--- config.mk ---
export PLATFORM = sky130hd
export DESIGN_NAME = ascii_receiver_cmd_flat
export DESIGN_NICKNAME = d
export VERILOG_FILES = /design/src/rtl/ascii_receiver_cmd_if.sv /design/src/rtl/ascii_receiver_cmd.sv /design/src/flat_wrapper.sv
export SDC_FILE = /design/constraint.sdc
export NUM_CORES = 1
export LEC_CHECK = 0
export ABC_AREA = 0
export BUFFER_PORTS_ARGS = -buffer_cell sky130_fd_sc_hd__buf_4
export CAP_MARGIN = 30
export CORE_ASPECT_RATIO = 0.9
export CORE_MARGIN = 1
export CORE_UTILIZATION = 65
export DETAILED_ROUTE_END_ITERATION = 7
export PLACE_DENSITY = 0.89
export SLEW_MARGIN = 20
export SYNTH_ARGS = -nofsm -noshare
export SYNTH_HDL_FRONTEND = slang
export SYNTH_SLANG_ARGS = --single-unit
--- constraint.sdc ---
create_clock -name clk -period 7.7 [get_ports clk]
set_clock_uncertainty 0.15 [all_clocks]
set_input_delay 0.77 -clock clk [delete_from_list [all_inputs] [get_ports clk]]
set_output_delay 0.77 -clock clk [all_outputs]
set_load 0.005 [all_outputs]
--- src/rtl/ascii_receiver_cmd_if.sv ---
// ascii_receiver_cmd_if
//   Bundles the UART byte stream and the decoded command outputs of the
//   ASCII command decoder.
//   rx_done/rx_data           : byte strobe and data from uart_rx
//   set_hour/set_min/set_sec  : last accepted time, with time_set strobe
//   alarm_hour/alarm_min      : last accepted alarm, with alarm_set strobe
//   dht_req                   : request a DHT report transmission
//   cmd_err                   : line rejected
//   Modports: master = byte source / result consumer, slave = decoder.
interface ascii_receiver_cmd_if;
    logic       rx_done;
    logic [7:0] rx_data;
    logic [4:0] set_hour;
    logic [5:0] set_min;
    logic [5:0] set_sec;
    logic       time_set;
    logic [4:0] alarm_hour;
    logic [5:0] alarm_min;
    logic       alarm_set;
    logic       dht_req;
    logic       cmd_err;

    modport master (
        output rx_done, rx_data,
        input  set_hour, set_min, set_sec, time_set,
        input  alarm_hour, alarm_min, alarm_set, dht_req, cmd_err
    );

    modport slave (
        input  rx_done, rx_data,
        output set_hour, set_min, set_sec, time_set,
        output alarm_hour, alarm_min, alarm_set, dht_req, cmd_err
    );
endinterface

--- src/rtl/ascii_receiver_cmd.sv ---
// ascii_receiver_cmd
//   Collects ASCII bytes from the UART into a line terminated by '\n' and
//   decodes "T=HH:MM:SS", "A=HH:MM" and "D" into one-cycle strobes with held
//   values. Malformed or overlong lines produce a one-cycle cmd_err.
//   clk   : system clock
//   rst_n : asynchronous reset, active-low
//   bus   : slave side of ascii_receiver_cmd_if (bytes in, results out)
module ascii_receiver_cmd #(
    parameter int MAX_LEN = 12
) (
    input  logic                 clk,
    input  logic                 rst_n,
    ascii_receiver_cmd_if.slave  bus
);
    localparam int IDX_W = $clog2(MAX_LEN + 1);
    localparam logic [IDX_W-1:0] IDX_FULL = IDX_W'(MAX_LEN);
    localparam logic [IDX_W-1:0] LEN_T    = IDX_W'(10);
    localparam logic [IDX_W-1:0] LEN_A    = IDX_W'(7);
    localparam logic [IDX_W-1:0] LEN_D    = IDX_W'(1);

    localparam logic [7:0] CH_CR    = 8'h0D;
    localparam logic [7:0] CH_LF    = 8'h0A;
    localparam logic [7:0] CH_T     = "T";
    localparam logic [7:0] CH_A     = "A";
    localparam logic [7:0] CH_D     = "D";
    localparam logic [7:0] CH_EQ    = "=";
    localparam logic [7:0] CH_COLON = ":";

    typedef enum logic [1:0] {COLLECT, PARSE, DISCARD} state_t;

    function automatic logic is_digit(input logic [7:0] c);
        return (c >= 8'h30) && (c <= 8'h39);
    endfunction

    function automatic logic [6:0] dec2(input logic [7:0] t, input logic [7:0] o);
        return 7'((t - 8'h30) * 8'd10 + (o - 8'h30));
    endfunction

    state_t           state_q, state_d;
    logic [IDX_W-1:0] idx_q, idx_d;
    logic [7:0]       line_q [MAX_LEN];
    logic             wr_en;
    logic [IDX_W-1:0] wr_addr;

    logic       time_d, alarm_d, dht_d, err_d;
    logic       time_set_q, alarm_set_q, dht_req_q, cmd_err_q;
    logic [4:0] set_hour_q, alarm_hour_q;
    logic [5:0] set_min_q, set_sec_q, alarm_min_q;

    logic       byte_ok, is_lf;
    logic [6:0] hh, mm, ss;
    logic       t_ok, a_ok, d_ok;

    assign byte_ok = bus.rx_done && (bus.rx_data != CH_CR);
    assign is_lf   = (bus.rx_data == CH_LF);

    // Both command formats put the hour digits at 2..3 and minutes at 5..6.
    assign hh = dec2(line_q[2], line_q[3]);
    assign mm = dec2(line_q[5], line_q[6]);
    assign ss = dec2(line_q[8], line_q[9]);

    assign t_ok = (idx_q == LEN_T) && (line_q[0] == CH_T) && (line_q[1] == CH_EQ)
               && (line_q[4] == CH_COLON) && (line_q[7] == CH_COLON)
               && is_digit(line_q[2]) && is_digit(line_q[3])
               && is_digit(line_q[5]) && is_digit(line_q[6])
               && is_digit(line_q[8]) && is_digit(line_q[9])
               && (hh <= 7'd23) && (mm <= 7'd59) && (ss <= 7'd59);

    assign a_ok = (idx_q == LEN_A) && (line_q[0] == CH_A) && (line_q[1] == CH_EQ)
               && (line_q[4] == CH_COLON)
               && is_digit(line_q[2]) && is_digit(line_q[3])
               && is_digit(line_q[5]) && is_digit(line_q[6])
               && (hh <= 7'd23) && (mm <= 7'd59);

    assign d_ok = (idx_q == LEN_D) && (line_q[0] == CH_D);

    always_comb begin
        // NOTE: every signal gets a default here so no path leaves one unassigned (no latch).
        state_d = state_q;
        idx_d   = idx_q;
        wr_en   = 1'b0;
        wr_addr = idx_q;
        time_d  = 1'b0;
        alarm_d = 1'b0;
        dht_d   = 1'b0;
        err_d   = 1'b0;
        case (state_q)
            COLLECT: begin
                if (byte_ok) begin
                    if (is_lf) begin
                        if (idx_q != '0) state_d = PARSE;
                    end else if (idx_q == IDX_FULL) begin
                        state_d = DISCARD;
                    end else begin
                        wr_en = 1'b1;
                        idx_d = idx_q + IDX_W'(1);
                    end
                end
            end
            PARSE: begin
                // A zero length can only come from DISCARD, so it lands in cmd_err
                // with the same latency as any other rejected line.
                time_d  = t_ok;
                alarm_d = a_ok;
                dht_d   = d_ok;
                err_d   = !(t_ok || a_ok || d_ok);
                idx_d   = '0;
                state_d = COLLECT;
                if (byte_ok && !is_lf) begin
                    wr_en   = 1'b1;
                    wr_addr = '0;
                    idx_d   = IDX_W'(1);
                end
            end
            DISCARD: begin
                if (byte_ok && is_lf) begin
                    idx_d   = '0;
                    state_d = PARSE;
                end
            end
            default: begin
                idx_d   = '0;
                state_d = COLLECT;
            end
        endcase
    end

    // NOTE: sequential state uses non-blocking assignments so all registers update together.
    always_ff @(posedge clk or negedge rst_n) begin
        if (!rst_n) begin
            state_q      <= COLLECT;
            idx_q        <= '0;
            time_set_q   <= 1'b0;
            alarm_set_q  <= 1'b0;
            dht_req_q    <= 1'b0;
            cmd_err_q    <= 1'b0;
            set_hour_q   <= '0;
            set_min_q    <= '0;
            set_sec_q    <= '0;
            alarm_hour_q <= '0;
            alarm_min_q  <= '0;
        end else begin
            state_q     <= state_d;
            idx_q       <= idx_d;
            time_set_q  <= time_d;
            alarm_set_q <= alarm_d;
            dht_req_q   <= dht_d;
            cmd_err_q   <= err_d;
            if (time_d) begin
                set_hour_q <= hh[4:0];
                set_min_q  <= mm[5:0];
                set_sec_q  <= ss[5:0];
            end
            if (alarm_d) begin
                alarm_hour_q <= hh[4:0];
                alarm_min_q  <= mm[5:0];
            end
        end
    end

    // NOTE: the line buffer has no reset; only entries below idx_q are ever decoded.
    always_ff @(posedge clk) begin
        if (wr_en) line_q[wr_addr] <= bus.rx_data;
    end

    assign bus.time_set   = time_set_q;
    assign bus.alarm_set  = alarm_set_q;
    assign bus.dht_req    = dht_req_q;
    assign bus.cmd_err    = cmd_err_q;
    assign bus.set_hour   = set_hour_q;
    assign bus.set_min    = set_min_q;
    assign bus.set_sec    = set_sec_q;
    assign bus.alarm_hour = alarm_hour_q;
    assign bus.alarm_min  = alarm_min_q;
endmodule
--- src/flat_wrapper.sv ---
// flat-port wrapper written by rule: the top's interface ports become plain ports
module ascii_receiver_cmd_flat 
#(
    parameter int MAX_LEN = 12
)
  (clk, rst_n, bus_rx_done, bus_rx_data, bus_set_hour, bus_set_min, bus_set_sec, bus_time_set, bus_alarm_hour, bus_alarm_min, bus_alarm_set, bus_dht_req, bus_cmd_err);
  ascii_receiver_cmd_if bus_i ();
  input  logic clk;
  input  logic rst_n;
  input wire logic [$bits(bus_i.rx_done)-1:0] bus_rx_done;
  input wire logic [$bits(bus_i.rx_data)-1:0] bus_rx_data;
  output wire logic [$bits(bus_i.set_hour)-1:0] bus_set_hour;
  output wire logic [$bits(bus_i.set_min)-1:0] bus_set_min;
  output wire logic [$bits(bus_i.set_sec)-1:0] bus_set_sec;
  output wire logic [$bits(bus_i.time_set)-1:0] bus_time_set;
  output wire logic [$bits(bus_i.alarm_hour)-1:0] bus_alarm_hour;
  output wire logic [$bits(bus_i.alarm_min)-1:0] bus_alarm_min;
  output wire logic [$bits(bus_i.alarm_set)-1:0] bus_alarm_set;
  output wire logic [$bits(bus_i.dht_req)-1:0] bus_dht_req;
  output wire logic [$bits(bus_i.cmd_err)-1:0] bus_cmd_err;
  assign bus_i.rx_done = bus_rx_done;
  assign bus_i.rx_data = bus_rx_data;
  assign bus_set_hour = bus_i.set_hour;
  assign bus_set_min = bus_i.set_min;
  assign bus_set_sec = bus_i.set_sec;
  assign bus_time_set = bus_i.time_set;
  assign bus_alarm_hour = bus_i.alarm_hour;
  assign bus_alarm_min = bus_i.alarm_min;
  assign bus_alarm_set = bus_i.alarm_set;
  assign bus_dht_req = bus_i.dht_req;
  assign bus_cmd_err = bus_i.cmd_err;
  ascii_receiver_cmd #(.MAX_LEN(MAX_LEN)) u_core (.clk(clk), .rst_n(rst_n), .bus(bus_i));
endmodule
# == After elaboration in Yosys (flattened, before gate mapping) ==
# Memory sizes are Yosys's and may differ from the RTL's.
# Index checks and enable logic that the tools add are counted.
# Widths: inputs -> output; s select.
# word_totals
mem_count,1
latchBits,0
output_inout_bits,32
ramBits,96
register_bits,38
mem_bits_ro,0
# classes
bitwise,0
muxes,25
div,0
eq_ne,20
reduce_logical,40
add_sub_neg,10
n_mul,3
shift,0
n_lt_le_gt_ge,15
# mem_list
name,words,word_bits,read_ports,rd_clocked_by_memory_dff,wr,line,rtl
u_core.line_q,12,8,10,0,1,ascii_receiver_cmd.sv:41,logic [7:0] line_q [MAX_LEN];
# ops
operator,n
$ge 8x6->1 const B,6
$le 8x6->1 const B,6
$logic_and 1x1->1,32
$eq 8x6->1 const B,3
$eq 8x7->1 const B,3
$mul 8x3->6 const B,3
$mux 4,6
$sub 8x6->8 const B,3
$add 7x7->7,3
$sub 7x6->7 const B,3
$le 7x6->1 const B,2
$pmux 4 s3,1
$mux 1,11
$mux 2,5
$eq 4x4->1 const B,2
$eq 8x4->1 const B,1
$ne 8x4->1 const B,1
$reduce_and 4->1,2
$le 7x5->1 const B,1
$add 4x1->4 const B,1
$eq 4x1->1 const B,1
$eq 4x3->1 const B,1
$ne 2x1->1 const B,2
$ne 2x2->1 const B,2
other kinds (10),12

# == Depth between registers and ports, before layout ==
# Gate-level depths: netlist of run 1.
# An unclocked memory read counts as a cell.
# logic_depth
word_depth,19
depth_mapped,14
mapped_depth_nobuf,13

# == Worst setup path after synthesis of run 1 ==
# OpenSTA, ideal clock, no wires.
# synth_timing
path_kind,register to register
start,memory u_core.line_q[2][1]
end,register u_core.set_min_q[0] (netlist: u_core.bus.set_min[0])
stages_incl_launch_ff,14
setup_ps,125
period_less_slack_ps,3578
setup_slack_ps,4122
arrival_ps,3302
path_cell_list,edfxtp_1 > ha_1 > ha_1 > inv_1 > ha_1 > inv_1 > ha_1 > xor2_1 > a2111o_1 > a311oi_1 > o2111a_2 > nand3_4 > buf_6 > mux2_4
# synth_rtl
element,line,rtl
start: declaration,ascii_receiver_cmd.sv:41,
end signal: assignment,ascii_receiver_cmd.sv:151,set_min_q <= mm[5:0];
end: declaration,ascii_receiver_cmd.sv:48,"logic [5:0] set_min_q, set_sec_q, alarm_min_q;"

==> flow_summary.yaml, run 1 <==
pwr:
  netSwitchingPower_uw: 559
  p_leak_nw: 2.84
  p_int_mw: 1.30
  finalPower_mw: 1.86
  powerDensity_nw_per_um2: 278
  combPwrFrac: 0.183
  seqPwrFrac: 0.421
  swShare: 0.300
  p_clk_frac: 0.396
  irDropWorstVdd_v: 0.000206
clock_tree:
  post_cts_resized: 0
  cts_tree: "yes"
  htreeDepth: 4
  clockBufferDepth: 2
  clk_root_buffer_cell: "clkbuf_8"
  cts.sink_count: 118
  clk_pin_slew_ns: 0.06
  numCtsBuffers: 17
  hold_buffers: 0
  insertion_delay_ns: 0.53
  post_cts_buffers: 0
setup_path:
  path_cells: "ha_1 -> ha_1 -> inv_1 -> ha_1 -> inv_1 -> ha_1 -> xor2_1 -> a2111o_1 -> a311oi_1 -> o2111a_2 -> nand3b_2 -> mux2_1"
  critPathMaxFanout: 11
  ff2ff_setup_slack_ns: 3.82
  arrival_ns: 4.14
  critPathMostFrequentCell: "ha_1"
  required_ns: 7.96
  timing_worst_setup_path_type: "flop to flop"
  max_stage_delay_ns: 0.43
  startpoint_type: "flop"
  crit_cells: 12
  slowest_stage: "a2111o_1"
  reg2reg_from: "u_core.line_q[2][1]$_DFFE_PP_"
  worstSetupEndpointType: "flop"
  path_buf_inv: 2
  r2r_cells: 12
  critPathTopFamily: "adder cells"
  cp-startpoint: "u_core.line_q[2][1]$_DFFE_PP_"
  r2r-end: "u_core.bus.alarm_hour[2]$_DFFE_PN0P_"
global_routing:
  grt_pass1_wl_um: 19200
  grt_max_degree: 39
  grt_usage: 0.292
  grt.overflow.total: 0
  antenna_found_initial: 0
  grt_pass1_vias: 3701
flow_run:
  maxCapViolCount: 0
layout:
  antenna_cells: 0
  final_area_um2: 6710
  drive_gt1_frac: 0.224
  area_delta_synth_final_pct: 17.8
  layout.nets: 524
  instances_no_fill: 593
placed_design:
  gp_congestion: 0.938
  dpl.hpwl_um: 8270
  dp_slack_ns: 3.84
  placed_cell_area_um2: 6150
  numPlacedInstances: 561
  placement.io_buffers: 42
floorplanning:
  start_util: 0.667
  io_pins: 43
  design.die.area_um2: 9140
  core.rowCount: 32
  die_y_um: 90.8
  coreArea_um2: 8530
  die_w_um: 101
detailed_routing:
  wl_per_cell_um: 20.3
  first_pass_iters: 5
  num_vias: 3565
  viasPerCell: 6.01
  drt_first_iter_violations: 250
  route.detailed.drc: 0
  wirelength_um: 12100
  top_layer: "met4"
  antenna_left: 0
  wl_met1_um: 4870
  wl_met3_um: 945
  met2_length_um: 6030
timing:
  worst_pin_slew_ns: 0.810
  relSlewSlack: 0.458
  period_share: 0.505
  fmax_ghz: 0.257
  rsz0062_at_grt: "no"
  fin_crit_ns: 3.88
  finalSetupViolations: 0
  fin_tns_setup_ns: 0
  hold_viol: 0
  drv_slew: 0
  fin_ws_ns: 3.82
outcome:
  outcome: "finished, final reports clean"
yosys:
  syn_area_um2: 5690
  synth_area_per_cell_um2: 14.2
  synth_ff_type: "edfxtp_1"
  synth_edf_count: 80
  syn-num-nets: 464
  synth_seq_cells: 118
  synthCells: 401
  yosysWarnings: 0
  yosysSeqAreaShare: 0.589
  yosysUniqueCellTypes: 51
  synthArstFlopShare: 0.322
hold_path:
  hold_class: "primary input to async pin"
[flip-flops by register name, indices dropped and copies added (netlist names), 2 cells and up]
register / flops
u_core.bus.set_hour: 5
u_core.idx_q: 4
u_core.bus.set_min: 6
u_core.bus.alarm_min: 6
u_core.state_q: 2
u_core.line_q: 80
u_core.bus.alarm_hour: 5
u_core.bus.set_sec: 6
[synth_stat cells, types with 8 or more instances]
cell	instances	area (um2)
edfxtp_1	80	2400
nand2_1	8	30.0
o21ai_0	12	60.1
nor4_1	8	50.1
inv_1	35	131
nand4_1	8	50.1
mux2_4	8	120
nand2b_1	8	50.1
ha_1	46	576
nor2_1	17	63.8
xnor2_1	13	114
a21oi_1	9	45.0
mux2_2	16	180
dfrtp_1	38	951
[logic make-up (layout without fill, tap and decap cells)]
family	count (synthesis)	count (layout)	share of synthesized area
flops	118	118	0.589
simple gates	95	95	0.105
fa+ha+maj	52	52	0.122
compound gates	48	48	0.0576
buf+inv	39	112	0.0284
mux	29	29	0.0620
xor+xnor	20	20	0.0356
[power by group through the flow]
stage                     Combinational, mW  Clock (mW)  Sequential [mW]
final                                 0.340       0.737            0.784
after global routing                  0.377       0.770            0.789
after global placement                0.311           0            0.789
after detailed placement              0.330           0            0.795
after floorplan                       0.250           0            0.775
after CTS                             0.338       0.741            0.782
[layout make-up]
| cell class | count | area [um2] |
|---|---|---|
| repair buffers | 45 | 333 |
| well taps | 119 | 149 |
| clock buffers | 17 | 414 |
| multi-input cells | 244 | 2180 |
| flip-flops and latches | 118 | 3350 |
| inverters | 35 | 131 |
| fillers | 490 | 1820 |
| clock inverters | 15 | 144 |
[routing by layer]
metal | vias to the layer above | global-route usage
met5 | - | 0
li1 | 1634 | -
met3 | 30 | 0.0944
met4 | 0 | 0.100
met2 | 180 | 0.469
met1 | 1721 | 0.374
[how the worst max path moves through the flow]
stage,slack [ns],endpoint
2_1_floorplan,4.12,u_core.bus.set_min[0]$_DFFE_PN0P_
3_3_place_gp,3.95,u_core.bus.alarm_min[5]$_DFFE_PN0P_
3_5_place_dp,3.84,u_core.bus.alarm_hour[2]$_DFFE_PN0P_
4_1_cts,3.82,u_core.bus.alarm_hour[2]$_DFFE_PN0P_
5_1_grt,3.64,u_core.bus.alarm_hour[2]$_DFFE_PN0P_
6_report,3.82,u_core.bus.alarm_hour[2]$_DFFE_PN0P_
[per-stage QoR]
step / hold WS, ns / util
finish: 0.0516 / 0.786
global route: 0.0821 / 0.786
CTS: 0.0587 / 0.786
detailed placement: 0.337 / 0.721
global placement: 0.317 / 0.719
floorplan: 0.308 / -
[cell usage in the layout, fill, tap and decap left out, drive strengths merged, types with 6 or more instances in the layout]
cell type and n:
a21oi 9, buf 45, clkbuf 17, dfrtp 38, edfxtp 80, fa 6
ha 46, inv 41, mux2 26, nand2 8, nand2b 8, nand3 8
nand4 8, nor2 17, nor4 8, o21ai 12, xnor2 13
(Power assumes the default switching activity.)
==> run 2, diff against run 1 <==
--- a/config.mk
+++ b/config.mk
@@ -5,14 +5,14 @@
 export SDC_FILE = /design/constraint.sdc
 export NUM_CORES = 1
 export LEC_CHECK = 0
-export ABC_AREA = 0
+export ABC_AREA = 1
 export BUFFER_PORTS_ARGS = -buffer_cell sky130_fd_sc_hd__buf_4
 export CAP_MARGIN = 30
 export CORE_ASPECT_RATIO = 0.9
 export CORE_MARGIN = 1
-export CORE_UTILIZATION = 65
+export CORE_UTILIZATION = 60
 export DETAILED_ROUTE_END_ITERATION = 7
-export PLACE_DENSITY = 0.89
+export PLACE_DENSITY = 0.83
 export SLEW_MARGIN = 20
 export SYNTH_ARGS = -nofsm -noshare
 export SYNTH_HDL_FRONTEND = slang
==> constraint.sdc (replaced) <==
create_clock -name clk -period 3.83 [get_ports clk]
set_clock_uncertainty 0.15 [all_clocks]
set_input_delay 0.383 -clock clk [delete_from_list [all_inputs] [get_ports clk]]
set_output_delay 0.383 -clock clk [all_outputs]
set_load 0.005 [all_outputs]
==> flow_summary.yaml, run 2 <==
floorplanning:
  io_pins: 43
  coreArea_um2: 9610
  design.die.area_um2: 10300
  die_w_um: 107
  start_util: 0.616
  core.rowCount: 34
  die_y_um: 96.3
yosys:
  synth_seq_cells: 118
  synth_common_cells: "148 x nand2_1, 85 x inv_1, 80 x edfxtp_1, 46 x ha_1, 42 x nor2_1"
  synth_top_family_by_area: "simple AND/OR/NAND/NOR gates"
  synth_top_cell_by_area: "edfxtp_1"
  synth_adder_area_share: 0.117
  synthCells: 583
  synth_edf_count: 80
  syn-num-nets: 646
  synth_compound_area_frac: 0.0220
  synth.mux.area_fraction: 0
  synth-xor-area-share: 0.0118
  synthArstFlopShare: 0.322
  yosysMostFrequentCell: "nand2_1"
  yosysUniqueCellTypes: 34
  yosysSeqAreaShare: 0.566
  synthDominantCellAreaShare: 0.406
  syn_area_um2: 5920
  synth_ff_type: "edfxtp_1"
  synth_area_leaders: "edfxtp_1 41%, dfrtp_1 16%, ha_1 9.7%"
  synthSimpleGateAreaFrac: 0.214
  synth_area_per_cell_um2: 10.2
  yosysWarnings: 0
timing:
  fin_ws_ns: 0.227
  worst_pin_slew_ns: 0.861
  fmax_ghz: 0.278
  finalSetupViolations: 0
  period_share: 0.941
  relSlewSlack: 0.424
  drv_slew: 0
  fin_crit_ns: 3.60
  fin_tns_setup_ns: 0
  hold_viol: 0
setup_path:
  required_ns: 4.09
  arrival_ns: 3.87
  reg2reg_from: "u_core.line_q[2][3]$_DFFE_PP_"
  critPathMostFrequentCell: "nand2_1"
  path_cells: "ha_1 -> ha_1 -> inv_1 -> fa_1 -> inv_1 -> ha_1 -> ha_1 -> nand2_1 -> nand4_1 -> nand2_1 -> inv_2 -> a21oi_1 -> nand2_1 -> nor2_2 -> nand3_4 -> nand2_1 -> nand2_1"
  path_buf_inv: 3
  max_stage_delay_ns: 0.48
  slowest_stage: "fa_1"
  timing_worst_setup_path_type: "flop to flop"
  r2r_cells: 17
  worstSetupEndpointType: "flop"
  r2r-end: "u_core.bus.set_sec[4]$_DFFE_PN0P_"
  critPathTopFamily: "adder cells"
  critPathMaxFanout: 18
  startpoint_type: "flop"
  ff2ff_setup_slack_ns: 0.23
detailed_routing:
  wirelength_um: 12500
  wl_per_cell_um: 15.9
  first_pass_iters: 5
  drt_first_iter_violations: 275
  antenna_left: 0
  num_vias: 4225
  route.detailed.drc: 0
  viasPerCell: 5.38
clock_tree:
  cts.sink_count: 118
  cts_tree: "yes"
  htreeDepth: 4
  numCtsBuffers: 17
  clk_root_buffer_cell: "clkbuf_8"
  insertion_delay_ns: 0.53
  clockBufferDepth: 2
  clk_pin_slew_ns: 0.06
global_routing:
  grt_pass1_wl_um: 19700
  grt_usage: 0.261
  grt_pass1_vias: 4093
  antenna_found_initial: 0
  grt_max_degree: 39
  grt.overflow.total: 0
layout:
  layout_common_cells: "148 x nand2_1, 85 x inv_1, 80 x edfxtp_1"
  drive_gt1_frac: 0.150
  seqCellArea_um2: 3350
  fill_cells: 653
  largest_reg_flops: 80
  layout.nets: 710
  instances_no_fill: 786
  antenna_cells: 0
  top_register: "u_core.line_q"
  area_delta_synth_final_pct: 18.6
  multiInputGateArea_um2: 2160
  layout_commonest_cell: "nand2_1"
pwr:
  irDropWorstVdd_v: 0.000417
  finalPower_mw: 3.52
  p_leak_nw: 3.32
  powerDensity_nw_per_um2: 501
hold_path:
  holdCritStartpoint: "bus_rx_data[1]"
  hold_class: "primary input to flop"
  whs_path_depth: 1
  hold_path_end: "u_core.line_q[4][1]$_DFFE_PP_"
placed_design:
  dpl.hpwl_um: 8570
  placement.io_buffers: 42
  gp_congestion: 0.889
  dp_slack_ns: 0.259
  numPlacedInstances: 748
outcome:
  outcome: "finished, final reports clean"
flow_run:
  maxCapViolCount: 0
==> run 2: cell count changes after synthesis, moves of 10 or more <==
cell     delta
o21ai_1    +10
nor2_1     +25
nand3_1    +18
xnor2_1    -10
nand2_1   +140
inv_1      +50
mux2_2     -16
nand4_1    +31
==> run 2: worst max path at each step <==
stage,from,endpoint,slack [ns],depth (start not counted)
6_report,u_core.line_q[2][3]$_DFFE_PP_,u_core.bus.set_sec[4]$_DFFE_PN0P_,0.23,17
3_5_place_dp,u_core.line_q[2][3]$_DFFE_PP_,u_core.bus.set_min[0]$_DFFE_PN0P_,0.26,17
2_1_floorplan,u_core.line_q[2][3]$_DFFE_PP_,u_core.bus.set_min[4]$_DFFE_PN0P_,0.57,19
5_1_grt,u_core.line_q[2][3]$_DFFE_PP_,u_core.bus.set_hour[3]$_DFFE_PN0P_,-0.007,18
3_3_place_gp,u_core.line_q[2][3]$_DFFE_PP_,u_core.bus.alarm_hour[0]$_DFFE_PN0P_,0.33,17
4_1_cts,u_core.line_q[2][3]$_DFFE_PP_,u_core.bus.cmd_err$_DFF_PN0_,0.23,19
==> run 2: logic make-up (layout without fill, tap and decap cells) <==
group	Yosys count	in the layout
AND/OR/NAND/NOR	277	277
buffers and inverters	104	181
flip-flops	118	118
XOR/XNOR	8	8
adder cells (fa/ha/maj)	52	52
AO/OA/AOI/OAI	24	24
==> run 2: what timing repair did <==
item / CTS / global route
buffers inserted: 0 / 1
hold endpoints to repair: 78 / 0
hold buffers: 5 / 0
endpoints found under the setup margin: 0 / 16
resized for setup: 0 / 1
==> run 2: layer usage <==
layer  track usage  part of all wire  wire length (um)
met1         0.306              0.41              5080
met2         0.456              0.50              6220
met3        0.0555             0.069               859
met4         0.138             0.024               301
met5             0                 0                 0
==> run 2: layout make-up <==
type / instances / area share
tap: 126 / 0.0224
timing repair buffer: 55 / 0.0611
inverter: 94 / 0.0502
clock inverter: 15 / 0.0224
clock buffer: 17 / 0.0589
sequential: 118 / 0.477
multi-input combinational: 361 / 0.308
==> run 2: report_power, final <==
part / leakage [nW] / switching, mW / total (mW) / internal [mW]
registers: 1.25 / 0.0537 / 1.50 / 1.45
logic: 1.79 / 0.348 / 0.498 / 0.150
clock network: 0.280 / 0.634 / 1.52 / 0.887
==> run 2: per-stage QoR <==
step,utilization,hold WS [ns],cell area [um2]
finish,0.731,0.0123,7030
global route,0.731,0.00388,7030
CTS,0.730,0.00435,7010
detailed placement,0.665,0.231,6390
global placement,0.665,0.220,6390
floorplan,-,-0.0626,5920
==> run 3, diff against run 2 <==
--- a/config.mk
+++ b/config.mk
@@ -5,14 +5,14 @@
 export SDC_FILE = /design/constraint.sdc
 export NUM_CORES = 1
 export LEC_CHECK = 0
-export ABC_AREA = 1
+export ABC_AREA = 0
 export BUFFER_PORTS_ARGS = -buffer_cell sky130_fd_sc_hd__buf_4
 export CAP_MARGIN = 30
 export CORE_ASPECT_RATIO = 0.9
 export CORE_MARGIN = 1
 export CORE_UTILIZATION = 60
 export DETAILED_ROUTE_END_ITERATION = 7
-export PLACE_DENSITY = 0.83
+export PLACE_DENSITY = 0.8
 export SLEW_MARGIN = 20
 export SYNTH_ARGS = -nofsm -noshare
 export SYNTH_HDL_FRONTEND = slang
==> flow_summary.yaml, run 3 (same netlist as run 1, synthesis figures left out) <==
timing:
  worst_pin_slew_ns: 0.742
  fin_tns_setup_ns: 0
  finalSetupViolations: 0
  drv_slew: 0
  fin_crit_ns: 3.75
  relSlewSlack: 0.503
  fmax_ghz: 0.266
  period_share: 0.980
  hold_viol: 0
clock_tree:
  numCtsBuffers: 17
  clk_pin_slew_ns: 0.06
  clockBufferDepth: 2
  clk_root_buffer_cell: "clkbuf_8"
  cts_tree: "yes"
  insertion_delay_ns: 0.51
  cts.sink_count: 118
  htreeDepth: 4
pwr:
  powerDensity_nw_per_um2: 565
  seqPwrFrac: 0.402
  p_clk_frac: 0.400
  p_int_mw: 2.82
  irDropWorstVdd_v: 0.000430
  netSwitchingPower_mw: 1.09
  p_leak_nw: 2.93
  finalPower_mw: 3.91
  combPwrFrac: 0.198
  swShare: 0.278
setup_path:
  ff2ff_setup_slack_ns: 0.08
  critPathMaxFanout: 17
  critPathMostFrequentCell: "ha_1"
  slowest_stage: "a2111o_1"
  path_cells: "ha_1 -> ha_1 -> inv_1 -> ha_1 -> inv_1 -> ha_1 -> xor2_1 -> a2111o_1 -> a311oi_2 -> o2111a_2 -> nand3_4 -> buf_12 -> mux2_4"
  required_ns: 4.07
  max_stage_delay_ns: 0.45
  worstSetupEndpointType: "flop"
  arrival_ns: 4.00
  startpoint_type: "flop"
  timing_worst_setup_path_type: "flop to flop"
layout:
  largest_reg_flops: 80
  drive_gt1_frac: 0.240
  layout_commonest_cell: "edfxtp_1"
  top_register: "u_core.line_q"
  layout.nets: 537
  antenna_cells: 0
  layout_common_cells: "80 x edfxtp_1, 53 x buf_4, 44 x ha_1"
  area_delta_synth_final_pct: 21.5
detailed_routing:
  first_pass_iters: 5
  wl_per_cell_um: 20.1
  num_vias: 3672
  wirelength_um: 12300
  antenna_left: 0
  viasPerCell: 6.03
  drt_first_iter_violations: 201
  route.detailed.drc: 0
global_routing:
  grt_usage: 0.265
  grt_pass1_vias: 3661
  antenna_found_initial: 0
  grt.overflow.total: 0
  grt_pass1_wl_um: 19200
  grt_max_degree: 39
floorplanning:
  coreArea_um2: 9170
  design.die.area_um2: 9880
  die_w_um: 105
  die_y_um: 94.4
  start_util: 0.621
  io_pins: 43
  core.rowCount: 33
placed_design:
  gp_congestion: 0.898
  dpl.hpwl_um: 8040
  placement.io_buffers: 42
hold_path:
  hold_class: "primary input to flop"
flow_run:
  maxCapViolCount: 0
outcome:
  outcome: "finished, final reports clean"
run 3: cell types whose count changed in the layout (fill, tap and decap cells not counted), moves of 7 or more:
cell,before,now
o21ai_0,4,12
o21ai_1,10,0
nand2b_1,0,7
inv_6,9,0
mux2_4,0,8
nand2_1,148,8
xnor2_1,3,13
nor2_1,42,17
inv_1,85,35
nand3_1,25,7
nand4_1,39,8
mux2_2,0,16
inv_2,8,0
run 3: area by class of cell:
cell class / count / area (um2)
inverter: 35 / 131
sequential: 118 / 3350
timing repair buffer: 57 / 448
clock inverter: 8 / 124
multi-input combinational: 245 / 2250
tap: 122 / 153
clock buffer: 24 / 460
fill: 560 / 2250
run 3: final timing paths:
check / startpoint / endpoint / cells after the start
min in group asynchronous: rst_n / u_core.bus.set_sec[4]$_DFFE_PN0P_ / 2
hold / removal: bus_rx_data[4] / u_core.line_q[2][4]$_DFFE_PP_ / 1
setup / recovery: u_core.line_q[2][1]$_DFFE_PP_ / u_core.bus.set_min[0]$_DFFE_PN0P_ / 13
hold reg to reg: u_core.line_q[9][0]$_DFFE_PP_ / u_core.bus.set_sec[0]$_DFFE_PN0P_ / 1
setup reg to reg: u_core.line_q[2][1]$_DFFE_PP_ / u_core.bus.set_min[0]$_DFFE_PN0P_ / 13
max in group asynchronous: rst_n / u_core.bus.time_set$_DFF_PN0_ / 2
run 3: metrics by stage:
stage / hold slack [ns] / setup slack [ns] / utilization / cell area (um2) / instances
global route: 0.00892 / -0.0434 / 0.754 / 6920 / 609
CTS: 0.00941 / 0.00584 / 0.745 / 6830 / 605
detailed placement: 0.229 / -0.0746 / 0.675 / 6190 / 569
finish: 0.0343 / 0.0761 / 0.754 / 6920 / 609
floorplan: -0.0626 / 0.252 / - / 5690 / 401
global placement: 0.220 / 0.0362 / 0.675 / 6190 / 569
run 3: routing by layer:
layer	global-route usage	wire, um	share of wire	up-vias
met5	0	0	0	-
met4	0.0974	219	0.018	0
met3	0.0573	639	0.052	21
met2	0.437	6010	0.49	145
met1	0.351	5390	0.44	1842
li1	-	-	-	1664
run 3: critical path: cells and delay by family (launching register included):
family	cells	cell delay [ns]
adder cells (fa/ha/maj)	4	1.20
AO/OA/AOI/OAI	3	0.99
flip-flops	1	0.41
multiplexers	1	0.30
buffers and inverters	3	0.26
XOR/XNOR	1	0.21
AND/OR/NAND/NOR	1	0.10
run 3: power by group through the flow:
stage / logic, mW / clock network (mW) / registers, mW
after CTS: 0.716 / 1.58 / 1.57
after detailed placement: 0.687 / 0 / 1.59
after floorplan: 0.503 / 0 / 1.56
after global routing: 0.856 / 1.63 / 1.58
final: 0.775 / 1.56 / 1.57
after global placement: 0.668 / 0 / 1.59
run 3: timing repair:
| action | CTS | global route |
|---|---|---|
| pin swaps | 0 | 5 |
| hold endpoints to repair | 51 | 0 |
| setup endpoints to repair | 25 | 28 |
| resized for setup | 1 | 8 |
| cloned | 0 | 1 |
| buffers inserted | 1 | 3 |
| hold buffers | 3 | 0 |
